File: src/rtl/drc_axi_burst_writer.sv
// rtl/drc_axi_burst_writer.sv - round-robin AXI4 INCR burst writer draining per-path descriptor/data FIFOs
// One burst in flight at a time; BRESP errors latch into err_bresp until reset.
module drc_axi_burst_writer #(
  parameter int P_PATHS = 2
) (
  input  logic                   i_clk,
  input  logic                   i_rst,
  input  logic [P_PATHS-1:0]     paths_burst_empty,
  input  logic [40*P_PATHS-1:0]  paths_burst_in,
  output logic [P_PATHS-1:0]     paths_burst_rd,
  input  logic [P_PATHS-1:0]     paths_data_empty,
  input  logic [128*P_PATHS-1:0] paths_data_in,
  input  logic [4*P_PATHS-1:0]   paths_data_dwen,
  output logic [P_PATHS-1:0]     paths_data_rd,
  output logic [31:0]            awaddr,
  output logic [7:0]             awlen,
  output logic [2:0]             awsize,
  output logic [1:0]             awburst,
  output logic [3:0]             awcache,
  output logic [2:0]             awproto,
  output logic                   awvalid,
  input  logic                   awready,
  output logic [127:0]           wdata,
  output logic [15:0]            wstrb,
  output logic                   wlast,
  output logic                   wvalid,
  input  logic                   wready,
  input  logic [1:0]             bresp,
  input  logic                   bvalid,
  output logic                   bready,
  output logic                   busy,
  output logic                   err_bresp
);

  localparam int SEL_W = (P_PATHS > 1) ? $clog2(P_PATHS) : 1;

  typedef enum logic [1:0] {
    IDLE = 2'd0,
    ADDR = 2'd1,
    DATA = 2'd2,
    RESP = 2'd3
  } state_t;

  state_t state;
  state_t state_nxt;

  logic [SEL_W-1:0] sel;
  logic [SEL_W-1:0] rr_ptr;
  logic [SEL_W-1:0] grant_idx;
  logic [SEL_W-1:0] rr_nxt;
  logic             grant_found;
  logic [39:0]      grant_desc;
  logic [31:0]      addr_q;
  logic [7:0]       len_q;
  logic [7:0]       beat_cnt;
  logic             data_avail;
  logic [127:0]     data_sel;
  logic [3:0]       dwen_sel;
  logic             last_beat;
  logic             w_fire;

  // Descending offset so the path closest to rr_ptr is written last and wins.
  always_comb begin
    grant_found = 1'b0;
    grant_idx   = '0;
    grant_desc  = '0;
    for (int j = P_PATHS - 1; j >= 0; j--) begin
      for (int i = 0; i < P_PATHS; i++) begin
        if (!paths_burst_empty[i] && (i == (int'(rr_ptr) + j) % P_PATHS)) begin
          grant_found = 1'b1;
          grant_idx   = SEL_W'(i);
          grant_desc  = paths_burst_in[40*i +: 40];
        end
      end
    end
  end

  assign rr_nxt = SEL_W'((int'(grant_idx) + 1) % P_PATHS);

  always_comb begin
    data_sel   = '0;
    dwen_sel   = '0;
    data_avail = 1'b0;
    for (int i = 0; i < P_PATHS; i++) begin
      if (sel == SEL_W'(i)) begin
        data_sel   = paths_data_in[128*i +: 128];
        dwen_sel   = paths_data_dwen[4*i +: 4];
        data_avail = !paths_data_empty[i];
      end
    end
  end

  assign last_beat = (beat_cnt == len_q);
  assign w_fire    = (state == DATA) && data_avail && wready;

  always_ff @(posedge i_clk) begin
    if (i_rst) begin
      state <= IDLE;
    end else begin
      state <= state_nxt;
    end
  end

  always_comb begin
    state_nxt = state;
    case (state)
      IDLE:    if (grant_found) state_nxt = ADDR;
      ADDR:    if (awready) state_nxt = DATA;
      DATA:    if (w_fire && last_beat) state_nxt = RESP;
      RESP:    if (bvalid) state_nxt = IDLE;
      default: state_nxt = IDLE;
    endcase
  end

  // Pop strobes are held off while i_rst is high so a reset never consumes FIFO entries.
  always_comb begin
    awvalid        = 1'b0;
    wvalid         = 1'b0;
    wlast          = 1'b0;
    bready         = 1'b0;
    busy           = (state != IDLE);
    paths_burst_rd = '0;
    paths_data_rd  = '0;
    case (state)
      IDLE: begin
        for (int i = 0; i < P_PATHS; i++) begin
          paths_burst_rd[i] = grant_found && !i_rst && (grant_idx == SEL_W'(i));
        end
      end
      ADDR: awvalid = 1'b1;
      DATA: begin
        wvalid = data_avail;
        wlast  = data_avail && last_beat;
        for (int i = 0; i < P_PATHS; i++) begin
          paths_data_rd[i] = data_avail && wready && !i_rst && (sel == SEL_W'(i));
        end
      end
      RESP: bready = 1'b1;
      default: busy = 1'b1;
    endcase
  end

  always_ff @(posedge i_clk) begin
    if (i_rst) begin
      sel       <= '0;
      rr_ptr    <= '0;
      addr_q    <= '0;
      len_q     <= '0;
      beat_cnt  <= '0;
      err_bresp <= 1'b0;
    end else begin
      if ((state == IDLE) && grant_found) begin
        sel    <= grant_idx;
        rr_ptr <= rr_nxt;
        addr_q <= grant_desc[39:8];
        len_q  <= grant_desc[7:0];
      end
      if ((state == ADDR) && awready) begin
        beat_cnt <= '0;
      end
      if (w_fire) begin
        beat_cnt <= beat_cnt + 8'd1;
      end
      if ((state == RESP) && bvalid && (bresp != 2'b00)) begin
        err_bresp <= 1'b1;
      end
    end
  end

  always_comb begin
    for (int k = 0; k < 4; k++) begin
      wstrb[4*k +: 4] = {4{dwen_sel[k]}};
    end
  end

  assign wdata   = data_sel;
  assign awaddr  = addr_q;
  assign awlen   = len_q;
  assign awsize  = 3'b100;
  assign awburst = 2'b01;
  assign awcache = 4'b0011;
  assign awproto = 3'b000;

endmodule

File: config.mk
export PLATFORM = sky130hd
export DESIGN_NAME = drc_axi_burst_writer
export DESIGN_NICKNAME = d
export VERILOG_FILES = /design/src/rtl/drc_axi_burst_writer.sv
export SDC_FILE = /design/constraint.sdc
export NUM_CORES = 1
export LEC_CHECK = 0
export BUFFER_PORTS_ARGS = -buffer_cell sky130_fd_sc_hd__buf_4
export CORE_AREA = 2 2 221 223
export CTS_BUF_LIST = sky130_fd_sc_hd__clkbuf_16
export DETAILED_ROUTE_END_ITERATION = 7
export DIE_AREA = 0 0 223 225
export SYNTH_ARGS = -nofsm -noshare
export SYNTH_HDL_FRONTEND = slang
export SYNTH_SLANG_ARGS = --single-unit
File: constraint.sdc
create_clock -name i_clk -period 3.98 [get_ports i_clk]
set_input_delay 0 -clock i_clk [delete_from_list [all_inputs] [get_ports i_clk]]
set_output_delay 0 -clock i_clk [all_outputs]
set_load 0.1 [all_outputs]
After elaboration in Yosys (flattened, before gate mapping) --
Index checks and enable logic that the tools add are counted. W data, S select, Z words.
Word-level totals: word-level logic and storage cells 80, output and inout port bits 206, input bits 355, bits in latches 0, ROM bits 0, RAM bits 0, register bits after elaboration 53, memories 0
Cells by class: shift operators 0, multipliers 0, add/sub/neg operators 3, reductions and logical operators 31, bitwise operators 3, muxes and demuxes 27, div/mod/pow operators 0, order comparisons 0, equality and inequality tests 9
Operator list (count):
- $mux W40 | 4
- $mux W128 | 1
- $logic_not A32 Y1 | 2
- $logic_and A1 B1 Y1 | 19
- $mux W8 | 2
- $mux W1 | 12
- $mux W2 | 6
- $add A8 B1 Y8 const B | 1
- $eq A8 B8 Y1 | 1
- $pmux W2 S4 | 1
- $ne A2 B2 Y1 const B | 3
- $reduce_bool A2 Y1 | 3
- $logic_not A1 Y1 | 5
- $eq A2 B2 Y1 const B | 2
- $mux W4 | 1
- $reduce_and A4 Y1 | 1
- $add A1 B1 Y1 const B | 2
- $eq A2 B1 Y1 const B | 1
- $eq A2 B2 Y1 const A | 1
- $logic_not A2 Y1 | 1
- $ne A2 B1 Y1 const B | 1
- $not A1 Y1 | 2
- $and A1 B1 Y1 const A | 1

Logic depth before layout (Yosys ltp) --
depth after elaboration 11, gate-level depth with buffers 7, depth with buffers taken out 7

Least setup slack after synthesis --
Ideal clock, no wire load.
kind flip-flop to output port, from register state[0], to output port paths_burst_rd[0], arrival 3982 ps, stages on the path, launching flop included 7, path buffers 1, required time 3980 ps, slack -2 ps, cell sequence dfxtp_1 > inv_1 > ha_1 > inv_1 > a21oi_2 > clkbuf_1 > nor3b_1
On the way: longest elaborated chain between the ends 2
Ends and longest elaborated chain:
- from (decl) | line 44 | state_t state;
- from (signal assigned) | line 100 | state <= state_nxt;
- $logic_not A2 Y1 | line 124 | case (state)
- $mux W2 | line 124
- to (decl) | line 10 | output logic [P_PATHS-1:0] paths_burst_rd,
No other way between the ends.

Final worst setup path --
from register sel, to output port paths_data_rd[1]
On the way: longest elaborated chain between the ends 5
Ends and longest elaborated chain:
- from (decl) | line 47 | logic [SEL_W-1:0] sel;
- from (signal assigned) | line 153 | sel <= grant_idx;
- $mux W1 | line 85 | if (sel == SEL_W'(i)) begin
- $logic_and A1 B1 Y1 (2 in series) | line 135 | paths_data_rd[i] = data_avail && wready && !i_rst && (sel == SEL_W'(i));
- $logic_and A1 B1 Y1 (*) | line 135
- $mux W2 (*) | line 124
- to (decl) | line 14 | output logic [P_PATHS-1:0] paths_data_rd,
Every way passes the cells marked *; elsewhere a longest branch is shown, timed or not.

==> impl_metrics.ini <==
[timing]
fin_skew_ns = 0.00739
setup_viol = 0
rsz0062_at_grt = no
worst_slew_pin_slew_ns = 1.01
timing.fmax_ghz = 0.414
fin_crit_sh_pct = 60.7
finalHoldViolations = 0
post-route-min-period_ns = 2.42
drv_slew = 0
max-slew-margin-rel_pct = 32.4
setup-tns-final_ns = 0

[floorplanning]
die_w_um = 223
initial_utilization_pct = 8.93
fp-row-count = 80
die_y_um = 225
die_area_um2 = 50200
core_um2 = 47500
io_pins = 561

[logic_synthesis]
syn_area_per_cell_um2 = 9.23
synthTopCellsByCount = mux2_2 (132), nor2_1 (55), dfxtp_1 (53)
synth_top_area_share_pct = 35.0
synth_area_leaders = mux2_2 (35%), dfxtp_1 (25%), a211oi_1 (7.4%)
async_flop_share_pct = 0
yosys_most_used_dff = dfxtp_1
ys_seq_elements = 53
synth.yosys.seq_area_share_pct = 25.0
ys_warn_count = 0
ys_types = 38
synth_largest_area_cell = mux2_2
synth.most_common_cell = mux2_2
synth_edf_count = 0
syn-instance-count = 460
syn_area_um2 = 4250

[min_path]
min_path_type = in -> reg

[clock_tree]
postCtsSetupBuffers = 0
ctsHoldBuffers = 0
cts_root_buf = clkbuf_16
clk_pin_slew_worst_paths_ns = 0.07
cts_made_buffers = 5
cts_htree_levels = 2
cts_tree = built
cts.sinks = 53
cts_buffer_depth = 2
cts_resized = 0
clkLatencyLatePin_ns = 0.33

[power_and_ir_drop]
max-vdd-ir-drop_v = 0.000375
pwr_density_cell_nw_per_um2 = 714
p_leak_nw = 4.22

[grt]
grt_max_degree = 58
grt_pass1_wl_um = 41900
antenna_found_initial = 2
track_usage_pct = 12.3
grt_overflow = 0
first_global_vias = 5557

[detailed_routing]
wl_met3_um = 7210
dr.pass1.iters = 4
viasPerCell = 3.52
drt-initial-drc-count = 170
detail-route-antenna-nets = 0
postRouteWirelength_um = 32800
wl_met1_um = 11200
routed.top_layer = met5
routed-wl-met2_um = 14000
wire_per_inst_um = 20.7
drcViolationCount = 0
vias = 5583

[cells_and_area]
syn_to_final_growth_pct = 114
seqCellArea_um2 = 1060
post-route-util_pct = 19.1
nets = 1327
multiInputGateArea_um2 = 2880
drive_gt1_share_pct = 72.6
nFillCells = 5284

[setup_path]
critPathLaunchType = flip-flop
required_ns = 3.98
crit_type = reg -> out
cp_data_arrival_time_ns = 2.42
crit_path_max_fanout = 47
crit_path_end_kind = primary output

[placed_design]
dp_hpwl_um = 29200
gp_congestion = 0.749
numPortBuffers = 548

[job]
drv_cap = 0

[outcome]
outcome = complete, no violations
[cell usage in the layout, fill, tap and decap left out, types with 2 or more instances in the layout]
master       n
conb_1      12
a21oi_1     10
buf_4      551
a211oi_2     4
mux2_2     132
nor2_1      53
nor4_1       2
nand3_1      3
nor2_4       2
nor3_1       3
a21oi_4      2
inv_1        8
ha_1         5
dfxtp_1     52
a211oi_1    42
and3_1       6
a22oi_1     40
a31oi_1      2
or3_1        2
clkbuf_16    5
nand2_1      4
o21ai_0      2
and2_1       2
xor2_1       8
[registers in the layout, indices dropped and copies added (netlist names)]
name	cells
awaddr	32
sel	1
state	2
beat_cnt	8
err_bresp	1
awlen	8
rr_ptr	1
[layout make-up]
class | instances | share of cell area [%]
repair buffers | 552 | 45.8
well taps | 615 | 8.48
clock inverters | 3 | 0.469
clock buffers | 5 | 1.38
multi-input cells | 348 | 31.8
flip-flops and latches | 53 | 11.7
inverters | 7 | 0.290
diodes | 1 | 0.0276
[kinds of logic after synthesis]
group / Yosys count / synth area share (%)
multiplexers: 133 / 35.3
AO/OA/AOI/OAI: 106 / 18.8
AND/OR/NAND/NOR: 84 / 8.95
buffers and inverters: 69 / 8.69
flip-flops: 53 / 25.0
XOR/XNOR: 8 / 1.65
adder cells (fa/ha/maj): 5 / 1.47
other: 2 / 0.177
[worst paths after layout]
path                       to  slack (ns)  cells past startpoint  startpoint
max          paths_data_rd[1]        1.56                      4         sel
min                 err_bresp        0.02                      3    bresp[0]
max reg2reg        awaddr[22]        1.63                      7    state[1]
min reg2reg         err_bresp        0.45                      2   err_bresp
[worst max-delay path: stages (launching register included)]
cell and delay, ns:
dfxtp_4 0.77, mux2i_2 0.41, nand3_2 0.28, nor3b_1 0.28, buf_4 0.33
[per-stage QoR]
| step | instances | worst slack [ns] | cell area (um^2) | hold slack, ns | total power [W] |
|---|---|---|---|---|---|
| 3_5_place_dp | 1575 | 1.66 | 8900 | 0.363 | 0.00599 |
| 5_1_grt | 1583 | 1.38 | 9070 | 0.0341 | 0.00676 |
| 6_report | 1584 | 1.56 | 9070 | 0.0208 | 0.00648 |
| 3_3_place_gp | 1575 | 1.75 | 8900 | 0.355 | 0.00596 |
| 4_1_cts | 1583 | 1.49 | 9070 | 0.00317 | 0.00655 |
| 2_1_floorplan | 470 | 0.787 | 4290 | 0.173 | 0.00469 |
[power by group]
| group | total (W) | internal, W | switching [W] |
|---|---|---|---|
| clock network | 0.000533 | 0.000297 | 0.000236 |
| registers | 0.000845 | 0.000692 | 0.000152 |
| logic | 0.00510 | 0.00118 | 0.00392 |
[routing by layer]
| layer | track usage (%) | vias to the layer above |
|---|---|---|
| met2 | 18.3 | 345 |
| met3 | 12.5 | 24 |
| met5 | 0 | - |
| li1 | - | 2687 |
| met4 | 2.68 | 4 |
| met1 | 11.8 | 2523 |
Note: power is estimated with default switching activity, not from simulation.
